<file path="src/rtl/hum_actuator.sv">
// -----------------------------------------------------------------------------
// hum_actuator
//
// Sequences the humidifier and dehumidifier relays from the 2-bit humidity
// status code (0 idle, 1 humidify, 2 dehumidify, 3 sensor error). It
// guarantees a minimum relay on-time, a dead-time cooldown after every
// deactivation, mutual exclusion of the two relays, and a filtered, latched
// fault on persistent sensor errors.
//
// Parameters:
//   MIN_ON_CYCLES   minimum consecutive cycles a relay stays energised (>=1)
//   DEAD_CYCLES     cooldown cycles with both relays off after deactivation (>=1)
//   ERR_FILTER      consecutive status==3 cycles needed to latch a fault (>=1)
//
// Ports:
//   clk              system clock, rising edge
//   rst_n            synchronous active-low reset
//   status[1:0]      demand code from the humidity comparator
//   enable           master enable; low forces the relays off
//   fault_clr        single-cycle request to leave FAULT
//   humidifier_on    humidifier relay drive (registered)
//   dehumidifier_on  dehumidifier relay drive (registered)
//   fault            latched sensor-fault flag (registered)
//   state[2:0]       current state (IDLE=0 HUMID=1 DEHUMID=2 DEAD=3 FAULT=4)
// -----------------------------------------------------------------------------
module hum_actuator #(
  parameter int MIN_ON_CYCLES = 8,
  parameter int DEAD_CYCLES   = 4,
  parameter int ERR_FILTER    = 3
) (
  input  logic       clk,
  input  logic       rst_n,
  input  logic [1:0] status,
  input  logic       enable,
  input  logic       fault_clr,
  output logic       humidifier_on,
  output logic       dehumidifier_on,
  output logic       fault,
  output logic [2:0] state
);

  localparam int CNT_MAX = (MIN_ON_CYCLES > DEAD_CYCLES) ? MIN_ON_CYCLES : DEAD_CYCLES;
  localparam int CW      = $clog2(CNT_MAX + 1);
  localparam int EW      = $clog2(ERR_FILTER + 1);

  localparam logic [CW-1:0] MIN_ON_C = CW'(MIN_ON_CYCLES);
  localparam logic [CW-1:0] DEAD_C   = CW'(DEAD_CYCLES);
  localparam logic [CW-1:0] CNT_ONE  = CW'(1);
  localparam logic [EW-1:0] ERR_C    = EW'(ERR_FILTER);
  localparam logic [EW-1:0] ERR_ONE  = EW'(1);

  localparam logic [1:0] ST_IDLE  = 2'd0;
  localparam logic [1:0] ST_HUM   = 2'd1;
  localparam logic [1:0] ST_DEHUM = 2'd2;
  localparam logic [1:0] ST_ERR   = 2'd3;

  typedef enum logic [2:0] {
    S_IDLE    = 3'd0,
    S_HUMID   = 3'd1,
    S_DEHUMID = 3'd2,
    S_DEAD    = 3'd3,
    S_FAULT   = 3'd4
  } state_t;

  state_t        r_state;
  state_t        w_next;
  logic [CW-1:0] r_cnt;
  logic [CW-1:0] w_cnt_next;
  logic [CW-1:0] w_cnt_limit;
  logic [EW-1:0] r_err;
  logic [EW-1:0] w_err_next;
  logic          w_trip;
  logic          w_run_done;
  logic          w_dead_done;
  logic          r_hum;
  logic          r_dehum;
  logic          r_fault;

  // Error filter: counts consecutive status==3 samples, saturating. The trip
  // is evaluated on the incremented value so the ERR_FILTER-th error sample
  // enters FAULT on that very edge.
  always_comb begin
    w_err_next = '0;
    if (status == ST_ERR) begin
      w_err_next = (r_err == ERR_C) ? r_err : r_err + ERR_ONE;
    end
  end

  assign w_trip = (w_err_next == ERR_C);

  // r_cnt holds the number of completed cycles in the current timed state,
  // loaded with 1 on the entry edge.
  assign w_run_done  = (r_cnt >= MIN_ON_C);
  assign w_dead_done = (r_cnt >= DEAD_C);

  always_comb begin
    w_next = r_state;
    if (w_trip) begin
      w_next = S_FAULT;
    end else if (!enable && (r_state == S_HUMID || r_state == S_DEHUMID)) begin
      w_next = S_DEAD;
    end else begin
      unique case (r_state)
        S_IDLE: begin
          if (enable && status == ST_HUM) begin
            w_next = S_HUMID;
          end else if (enable && status == ST_DEHUM) begin
            w_next = S_DEHUMID;
          end
        end
        S_HUMID: begin
          if (w_run_done && status != ST_HUM) begin
            w_next = S_DEAD;
          end
        end
        S_DEHUMID: begin
          if (w_run_done && status != ST_DEHUM) begin
            w_next = S_DEAD;
          end
        end
        S_DEAD: begin
          if (w_dead_done) begin
            w_next = S_IDLE;
          end
        end
        S_FAULT: begin
          if (fault_clr && status != ST_ERR) begin
            w_next = S_DEAD;
          end
        end
        default: w_next = S_IDLE;
      endcase
    end
  end

  always_comb begin
    w_cnt_limit = (r_state == S_DEAD) ? DEAD_C : MIN_ON_C;
    w_cnt_next  = r_cnt;
    if (w_next != r_state) begin
      w_cnt_next = (w_next == S_HUMID || w_next == S_DEHUMID || w_next == S_DEAD)
                   ? CNT_ONE : '0;
    end else if ((r_state == S_HUMID || r_state == S_DEHUMID || r_state == S_DEAD)
                 && r_cnt < w_cnt_limit) begin
      w_cnt_next = r_cnt + CNT_ONE;
    end
  end

  // Outputs are decoded from the next state so relays and fault change on the
  // same edge as the state; one-hot decode keeps the relays exclusive.
  always_ff @(posedge clk) begin
    if (!rst_n) begin
      r_state <= S_IDLE;
      r_cnt   <= '0;
      r_err   <= '0;
      r_hum   <= 1'b0;
      r_dehum <= 1'b0;
      r_fault <= 1'b0;
    end else begin
      r_state <= w_next;
      r_cnt   <= w_cnt_next;
      r_err   <= w_err_next;
      r_hum   <= (w_next == S_HUMID);
      r_dehum <= (w_next == S_DEHUMID);
      r_fault <= (w_next == S_FAULT);
    end
  end

  assign humidifier_on   = r_hum;
  assign dehumidifier_on = r_dehum;
  assign fault           = r_fault;
  assign state           = r_state;

endmodule

</file>
<file path="config.mk">
export PLATFORM = sky130hd
export DESIGN_NAME = hum_actuator
export DESIGN_NICKNAME = d
export VERILOG_FILES = /design/src/rtl/hum_actuator.sv
export SDC_FILE = /design/constraint.sdc
export NUM_CORES = 1
export LEC_CHECK = 0
export CORE_MARGIN = 2
export CORE_UTILIZATION = 45
export CTS_BUF_LIST = sky130_fd_sc_hd__clkbuf_8
export DETAILED_ROUTE_END_ITERATION = 12
export GPL_TIMING_DRIVEN = 0
export HOLD_SLACK_MARGIN = 0.03
export PLACE_DENSITY = 0.66
export SLEW_MARGIN = 25
export SYNTH_ARGS = -nofsm -noshare
export SYNTH_HDL_FRONTEND = slang
export SYNTH_SLANG_ARGS = --single-unit
</file>
<file path="constraint.sdc">
create_clock -name clk -period 4.2 [get_ports clk]
set_clock_uncertainty 0.15 [all_clocks]
set_input_delay 1.05 -clock clk [delete_from_list [all_inputs] [get_ports clk]]
set_output_delay 1.05 -clock clk [all_outputs]
set_load 0.02 [all_outputs]
</file>
Yosys cells after proc, flatten, opt, wreduce, memory -nomap -nowiden --
Cells that the tools add are included.
Cells by class: shift operators 0, $add $sub $neg 2, div/mod/pow operators 0, multiplexer cells 15, reduce and logical (&&, ||, !) cells 14, bitwise logic cells 0, $lt $le $gt $ge 3, multipliers 0, equal/unequal tests 17
Operators by type and width (number):
- 3-bit 2-to-1 mux | 8
- 3-bit case mux with 5 select lines | 1
- 3-bit by 2-bit equality test with 1-bit output, second input constant | 4
- 4-bit 2-to-1 mux | 3
- 2-bit equality test, second input constant | 4
- 1-bit logical AND | 7
- 3-bit by 1-bit equality test with 1-bit output, second input constant | 2
- 3-bit equality test, second input constant | 2
- 4-bit by 1-bit adder with 4-bit output, second input constant | 1
- 4-bit by 3-bit greater-or-equal comparator with 1-bit output, second input constant | 1
- 4-bit greater-or-equal comparator, second input constant | 1
- 1-bit logical OR | 4
- 4-bit less-than comparator | 1
- 2-bit 2-to-1 mux | 2
- 2-bit != test, second input constant | 2
- 3-bit zero test | 1
- 3-bit != test | 1
- 2-bit by 1-bit adder with 2-bit output, second input constant | 1
- 2-bit by 1-bit equality test with 1-bit output, second input constant | 1
- 2-bit by 1-bit != test with 1-bit output, second input constant | 1
- 2-bit nonzero test | 1
- 1-bit zero test | 1
- 1-bit 2-to-1 mux | 1
Storage, ports and cells: RAM bits 0, word-level logic and storage cells 57, bits in registers 12, ROM bits 0, latch bits 0, bits of input ports 6, memories kept 0, output and inout port bits 6

Longest topological paths before layout --
Gate-level depths: netlist of run 1.
depth after elaboration 12, depth in mapped cells 9, gate-level depth less buffers 8

Worst setup path before layout of run 1 --
Ideal clock, no wire load.
path type input port to flip-flop, start point input status[0], end point register r_cnt[1], path slack 1692 ps, library setup time 58 ps, stages on the path 6, path buffers 1, arrival time 2300 ps, data required time 3992 ps, path through and3_1 > clkbuf_1 > o32a_1 > a2111oi_4 > and2_1 > and2b_1
On the way: longest elaborated chain between the ends 9, elaborated cells on any way between the ends 24, those cells by class 8 x eq/ne; 10 x mux; 6 x reduce/logical
Ends and longest elaborated chain:
- start, declared | RTL line 33 | input logic [1:0] status,
- 2-bit equality test | RTL line 107 | end else if (enable && status == ST_DEHUM) begin
- 1-bit logical AND | RTL line 107
- 3-bit 2-to-1 mux | RTL line 107
- 3-bit 2-to-1 mux | RTL line 105 | if (enable && status == ST_HUM) begin
- 3-bit case mux with 5 select lines | RTL line 103 | unique case (r_state)
- 3-bit 2-to-1 mux | RTL line 100 | end else if (!enable && (r_state == S_HUMID || r_state == S_DEHUMID)) begin
- 3-bit 2-to-1 mux (*) | RTL line 98 | if (w_trip) begin
- 3-bit != test (*) | RTL line 139 | if (w_next != r_state) begin
- 4-bit 2-to-1 mux / 2-bit nonzero test (equally long branches)
- end signal, assigned | RTL line 160 | r_cnt <= w_cnt_next;
- end, declared | RTL line 67 | logic [CW-1:0] r_cnt;
Mark *: on every way between the ends. The rest lies on a longest branch, timed or not. A chain may end at the register's enable or synchronous reset.

Worst setup path in the final report of run 1 --
start point input status[1], end point register r_cnt[2]
The elaborated chain is that of the path after synthesis.

==> out/metrics.yaml, run 1 <==
sta:
  whs_ps: 283
  tightestPinTransition_ps: 420
  finalMaxSlewViolations: 0
  worst_slack_ps: 1220
  post-route-period-util: 0.709
  hold_viol: 0
  max_freq_mhz: 336
  relSlewSlack: 0.718
  finalSetupTns_ps: 0
  setup_viol: 0
  rsz0062_at_grt: "no"
  period_needed_ps: 2980
power:
  power.leakage_uw: 0.000372
  p_sw_frac: 0.385
  clkPwrFrac: 0.178
  total_power_uw: 574
  power_frac_comb: 0.549
  power_density_nw_per_um2: 596
  p_seq_frac: 0.273
  p_int_uw: 353
  p_sw_uw: 221
  peakVddDrop_v: 0.000379
floorplan:
  core_um2: 1690
  num_rows: 15
  start_util: 0.468
  die-width_um: 45.9
  die_height_um: 45.9
  die-area_um2: 2110
  io_pins: 12
cts:
  postCtsResizedCells: 0
  cts_tree: "done"
  htreeDepth: 1
  clockRootBuffer: "clkbuf_8"
  clock-sinks: 12
  worstSkewPairLatency_ps: 240
  clk_pin_slew_worst_paths_ps: 50
  cts-buffers-inserted: 3
  postCtsHoldBufs: 0
  clockBufferDepth: 2
  cts_setup_buffers: 0
grt:
  grt_start_max_net_pins: 11
  antenna_found_initial: 0
  grt_pass1_wl_um: 2810
  track_usage: 0.186
  grt-ovfl-total: 0
  grt_pass1_vias: 646
outcome:
  outcome: "finished, final reports clean"
min_path:
  worstHoldEndpoint: "r_err[0]$_SDFF_PN0_"
  min_path_type: "reg -> reg"
  hold_depth: 1
  hold_start: "r_err[0]$_SDFF_PN0_"
place:
  dp.cells: 120
  place_congestion: 0.840
  numPortBuffers: 11
  place_ws_ps: 966
  dp_hpwl_um: 1240
finish:
  drive_gt1_frac: 0.0943
  final_nets: 117
  regArea_um2: 240
  synthToLayoutAreaGrowth_pct: 21.8
  multi_input_area_um2: 497
  mostFrequentLayoutCells: "12 x dfxtp_1, 11 x clkdlybuf4s50_1, 7 x nand2_1, 7 x nor2_1"
  diodes: 0
  n_fill_cell: 163
  stdcell_count: 123
  layout_commonest_cell: "dfxtp_1"
route:
  vias: 692
  wl_met2_um: 785
  highest_layer: "met4"
  wl_met1_um: 789
  vias_per_cell: 5.63
  postRouteAntennaNets: 0
  drt-initial-drc-count: 6
  wirelength_um: 1670
  drt_first_pass_iters: 4
  drcViolationCount: 0
  dr_wl_met3_um: 69
  routedWlPerCell_um: 13.6
setup_path:
  path_buf_inv: 1
  slowest_stage: "clkdlybuf4s50_1"
  crit_path_end_kind: "flop"
  worst-r2r-cell-count: 9
  cp-start-kind: "primary input"
  critical_path.max_fanout: 7
  r2r_slack_ps: 1880
  path_common_cell: "and2_1"
  r2r-end: "r_cnt[3]$_SDFFE_PN0P_"
  critical-path-top-delay-family: "compound AO/OA/AOI/OAI gates"
  setup.worst_path.class: "in -> reg"
  cp_slowest_stage_delay_ps: 580
  cp.arrival_ps: 3010
  worstPathRequired_ps: 4230
  worstPathCellList: "clkdlybuf4s50_1, nand2_1, a32o_1, o21a_1, a2111oi_4, and2_1, and2_1"
  reg2reg_from: "state[1]$_SDFF_PN0_"
run:
  drv_cap: 0
synth:
  synth_cell_types: 35
  syn_nets: 101
  ys_seq_area_frac: 0.304
  synthCells: 92
  synth_warnings: 0
  syn_area_um2: 791
  ys_ff_latch: 12
  syn_avg_cell_area_um2: 8.60
cell usage after synthesis:
cell,instances,share of area
a32oi_1,1,0.011
a21oi_1,3,0.019
inv_1,5,0.024
nand2_1,7,0.033
and3_1,3,0.024
o21a_1,2,0.019
xnor2_1,4,0.044
clkbuf_1,2,0.0095
a311oi_1,2,0.022
nand2b_1,4,0.032
nand4_1,1,0.0079
a32o_1,2,0.025
o31ai_1,1,0.0095
and3b_4,1,0.016
o2111ai_1,1,0.011
nor2_1,7,0.033
ha_1,3,0.047
nor3b_1,1,0.0095
nor3_1,1,0.0063
o32a_1,1,0.013
a221oi_1,1,0.011
buf_6,2,0.028
and4b_1,1,0.013
a211oi_2,1,0.016
nor4b_2,1,0.019
dfxtp_1,12,0.30
nor2b_1,5,0.040
and2_1,4,0.032
nand3_1,3,0.019
o21ai_0,4,0.025
a31oi_1,2,0.016
and2b_1,1,0.0095
buf_2,1,0.0063
a2111oi_4,1,0.035
xor2_1,1,0.011
power groups by stage:
stage	sequential (µW)	clock, µW	combinational, µW
2_1_floorplan	178	0	214
3_3_place_gp	160	0	311
3_5_place_dp	160	0	315
4_1_cts	158	104	316
5_1_grt	160	108	348
6_report	157	102	316
worst max-delay path by stage:
stage              start                     to  slack (ps)  depth (start not counted)
2_1_floorplan  status[0]  r_cnt[1]$_SDFFE_PN0P_        1690                          6
3_3_place_gp   status[0]  r_cnt[3]$_SDFFE_PN0P_         960                          7
3_5_place_dp   status[0]  r_cnt[2]$_SDFFE_PN0P_         970                          7
4_1_cts        status[0]  r_cnt[2]$_SDFFE_PN0P_        1210                          7
5_1_grt        status[1]  r_cnt[3]$_SDFFE_PN0P_        1020                          8
6_report       status[1]  r_cnt[2]$_SDFFE_PN0P_        1220                          7
flip-flops by register name (all words and copies together), names as in the netlist:
name,flops
fault,1
dehumidifier_on,1
humidifier_on,1
state,3
r_err,2
r_cnt,4
per-stage QoR:
step / area [µm²] / utilization
after floorplan: 791 / -
after global placement: 922 / 0.546
final: 963 / 0.570
after CTS: 963 / 0.570
after global routing: 963 / 0.570
after detailed placement: 922 / 0.546
cells by family after synthesis:
logic type / synth area share
adders and majority gates: 0.0475
and+or+nand+nor: 0.293
xor gates and xnor gates: 0.0554
buffers and inverters: 0.0680
AOI/OAI and AO/OA: 0.233
DFF: 0.304
final cells by class:
type | instances | share of cell area
Timing Repair Buffer | 11 | 0.114
Buffer | 5 | 0.0364
Tap cell | 17 | 0.0221
Sequential cell | 12 | 0.249
Multi-Input combinational cell | 70 | 0.516
Clock buffer | 3 | 0.0429
Inverter | 5 | 0.0195
per-layer routing:
layer	vias up	track usage
met4	0	0.0857
met3	4	0.0437
met5	-	0
met2	17	0.289
met1	312	0.241
li1	359	-
Power figures use the tool's default switching activity.
==> run 2: changes to the inputs <==
Clock period 4.2 ns to 2.94 ns, I/O delays scaled along.
==> results of run 2 <==
Same layout as run 1 (identical final DEF). Status: finished, final reports clean.
Among the figures that moved: setup slack after placement 966 ps -> 20.9 ps; setup slack after layout 1220 ps -> 276 ps; register-to-register setup slack 1880 ps -> 620 ps; total power 574 µW -> 821 µW; worst IR drop on VDD 0.000379 V -> 0.000542 V
==> run 3: changes to the inputs <==
Settings changed: CORE_MARGIN 2 to 5, GPL_ROUTABILITY_DRIVEN from default to 0, SETUP_SLACK_MARGIN from default to 0.4.
==> run 3 against run 2 <==
Maximum frequency grew 9.6%. Cell count rose by 8.1%. Register-to-register slack about the same. Critical path type unchanged.
==> out/metrics.yaml, run 3 (synthesized netlist as in run 1, its figures left out) <==
min_path:
  min_path_type: "reg -> reg"
cts:
  cts_tree: "done"
  clockRootBuffer: "clkbuf_8"
  worstSkewPairLatency_ps: 240
  htreeDepth: 1
  clk_pin_slew_worst_paths_ps: 50
  clock-sinks: 12
  cts-buffers-inserted: 3
  postCtsHoldBufs: 0
  clockBufferDepth: 2
place:
  dp.cells: 128
  numPortBuffers: 11
  dp_hpwl_um: 1280
  placed_area_um2: 932
sta:
  hold_viol: 0
  rsz0062_at_grt: "no"
  finalMaxSlewViolations: 0
  period_needed_ps: 2430
  setup_viol: 0
  max_freq_mhz: 411
  tightestPinTransition_ps: 369
  post-route-period-util: 0.827
  finalSetupTns_ps: 0
  relSlewSlack: 0.752
grt:
  grt_pass1_vias: 680
  grt_start_max_net_pins: 11
  track_usage: 0.145
  grt-ovfl-total: 0
  grt_pass1_wl_um: 2910
  antenna_found_initial: 0
finish:
  multi_input_area_um2: 515
  post-route-util: 0.594
  drive_gt1_frac: 0.148
  final_nets: 118
  stdcell_count: 133
  diodes: 0
  n_fill_cell: 155
  mostFrequentLayoutCells: "12 x dfxtp_1, 8 x clkdlybuf4s50_1, 7 x nand2_1, 7 x nor2_1"
  layout_commonest_cell: "dfxtp_1"
  final_area_um2: 1010
  synthToLayoutAreaGrowth_pct: 28.3
  largest_reg_flops: 4
  largest-register: "r_cnt"
  regArea_um2: 240
power:
  p_sw_frac: 0.373
  power_density_nw_per_um2: 888
  power_frac_comb: 0.549
  peakVddDrop_v: 0.000507
  power.leakage_uw: 0.000414
  p_seq_frac: 0.255
  p_sw_uw: 336
  clkPwrFrac: 0.196
  total_power_uw: 901
  p_int_uw: 564
setup_path:
  crit_path_end_kind: "flop"
  worstPathCellList: "dlygate4sd2_1, and3_1, clkbuf_2, o32a_1, a2111oi_4, buf_4, nand3_1, o31ai_1"
  worstPathRequired_ps: 2950
  critical_path.max_fanout: 7
  slowest_stage: "a2111oi_4"
  cp.arrival_ps: 2440
  setup.worst_path.class: "in -> reg"
  cp-start-kind: "primary input"
  cp_slowest_stage_delay_ps: 420
route:
  wirelength_um: 1700
  routedWlPerCell_um: 12.8
  postRouteAntennaNets: 0
  drcViolationCount: 0
  vias: 714
  vias_per_cell: 5.37
  drt_first_pass_iters: 6
  drt-initial-drc-count: 35
floorplan:
  die_height_um: 51.9
  die-width_um: 51.9
  num_rows: 15
  start_util: 0.463
  core_um2: 1710
  die-area_um2: 2700
  io_pins: 12
outcome:
  outcome: "finished, final reports clean"
run:
  drv_cap: 0
==> run 3: power by group through the flow <==
stage	clock network (µW)	logic, µW	registers, µW
after detailed placement	0	450	229
final	177	494	230
after global routing	190	545	233
after floorplan	0	306	254
after CTS	179	477	226
after global placement	0	444	227
==> run 3: stage by stage <==
step                      setup slack (ps)  hold WS (ps)
after floorplan                        720           256
after global placement                33.9           266
after detailed placement              11.3           282
after CTS                              453           293
after global routing                   416           316
final                                  510           297
==> run 3: critical path, delay by kind of cell <==
kind,cells,cell delay (ps)
compound gates,3,830
simple gates,2,240
buf+inv,3,620
==> run 3: final timing paths <==
kind	slack, ps	start	to	cells past startpoint
worst max-delay path	510	status[0]	r_cnt[0]$_SDFFE_PN0P_	8
worst min-delay path	300	r_err[0]$_SDFF_PN0_	r_err[0]$_SDFF_PN0_	1
worst max register to register	610	state[1]$_SDFF_PN0_	r_cnt[3]$_SDFFE_PN0P_	9
worst min register to register	300	r_err[0]$_SDFF_PN0_	r_err[0]$_SDFF_PN0_	1
==> run 3: area by class of cell <==
cell class	instances	area share
Tap cell	25	0.0308
Timing Repair Buffer	12	0.116
Clock buffer	4	0.0543
Inverter	5	0.0185
Multi-Input combinational cell	70	0.508
Buffer	5	0.0358
Sequential cell	12	0.237
==> run 3: what timing repair did <==
| item | CTS | global route |
|---|---|---|
| gates cloned | 0 | 0 |
| setup buffers | 1 | 0 |
| gates resized for setup | 3 | 6 |
| pin swaps | 1 | 1 |
| setup endpoints to repair | 4 | 4 |
==> run 3: per-layer routing <==
layer,track usage,part of all wire
met4,0.0568,0.0082
met2,0.230,0.47
met5,0,0
met3,0.0344,0.049
met1,0.186,0.47
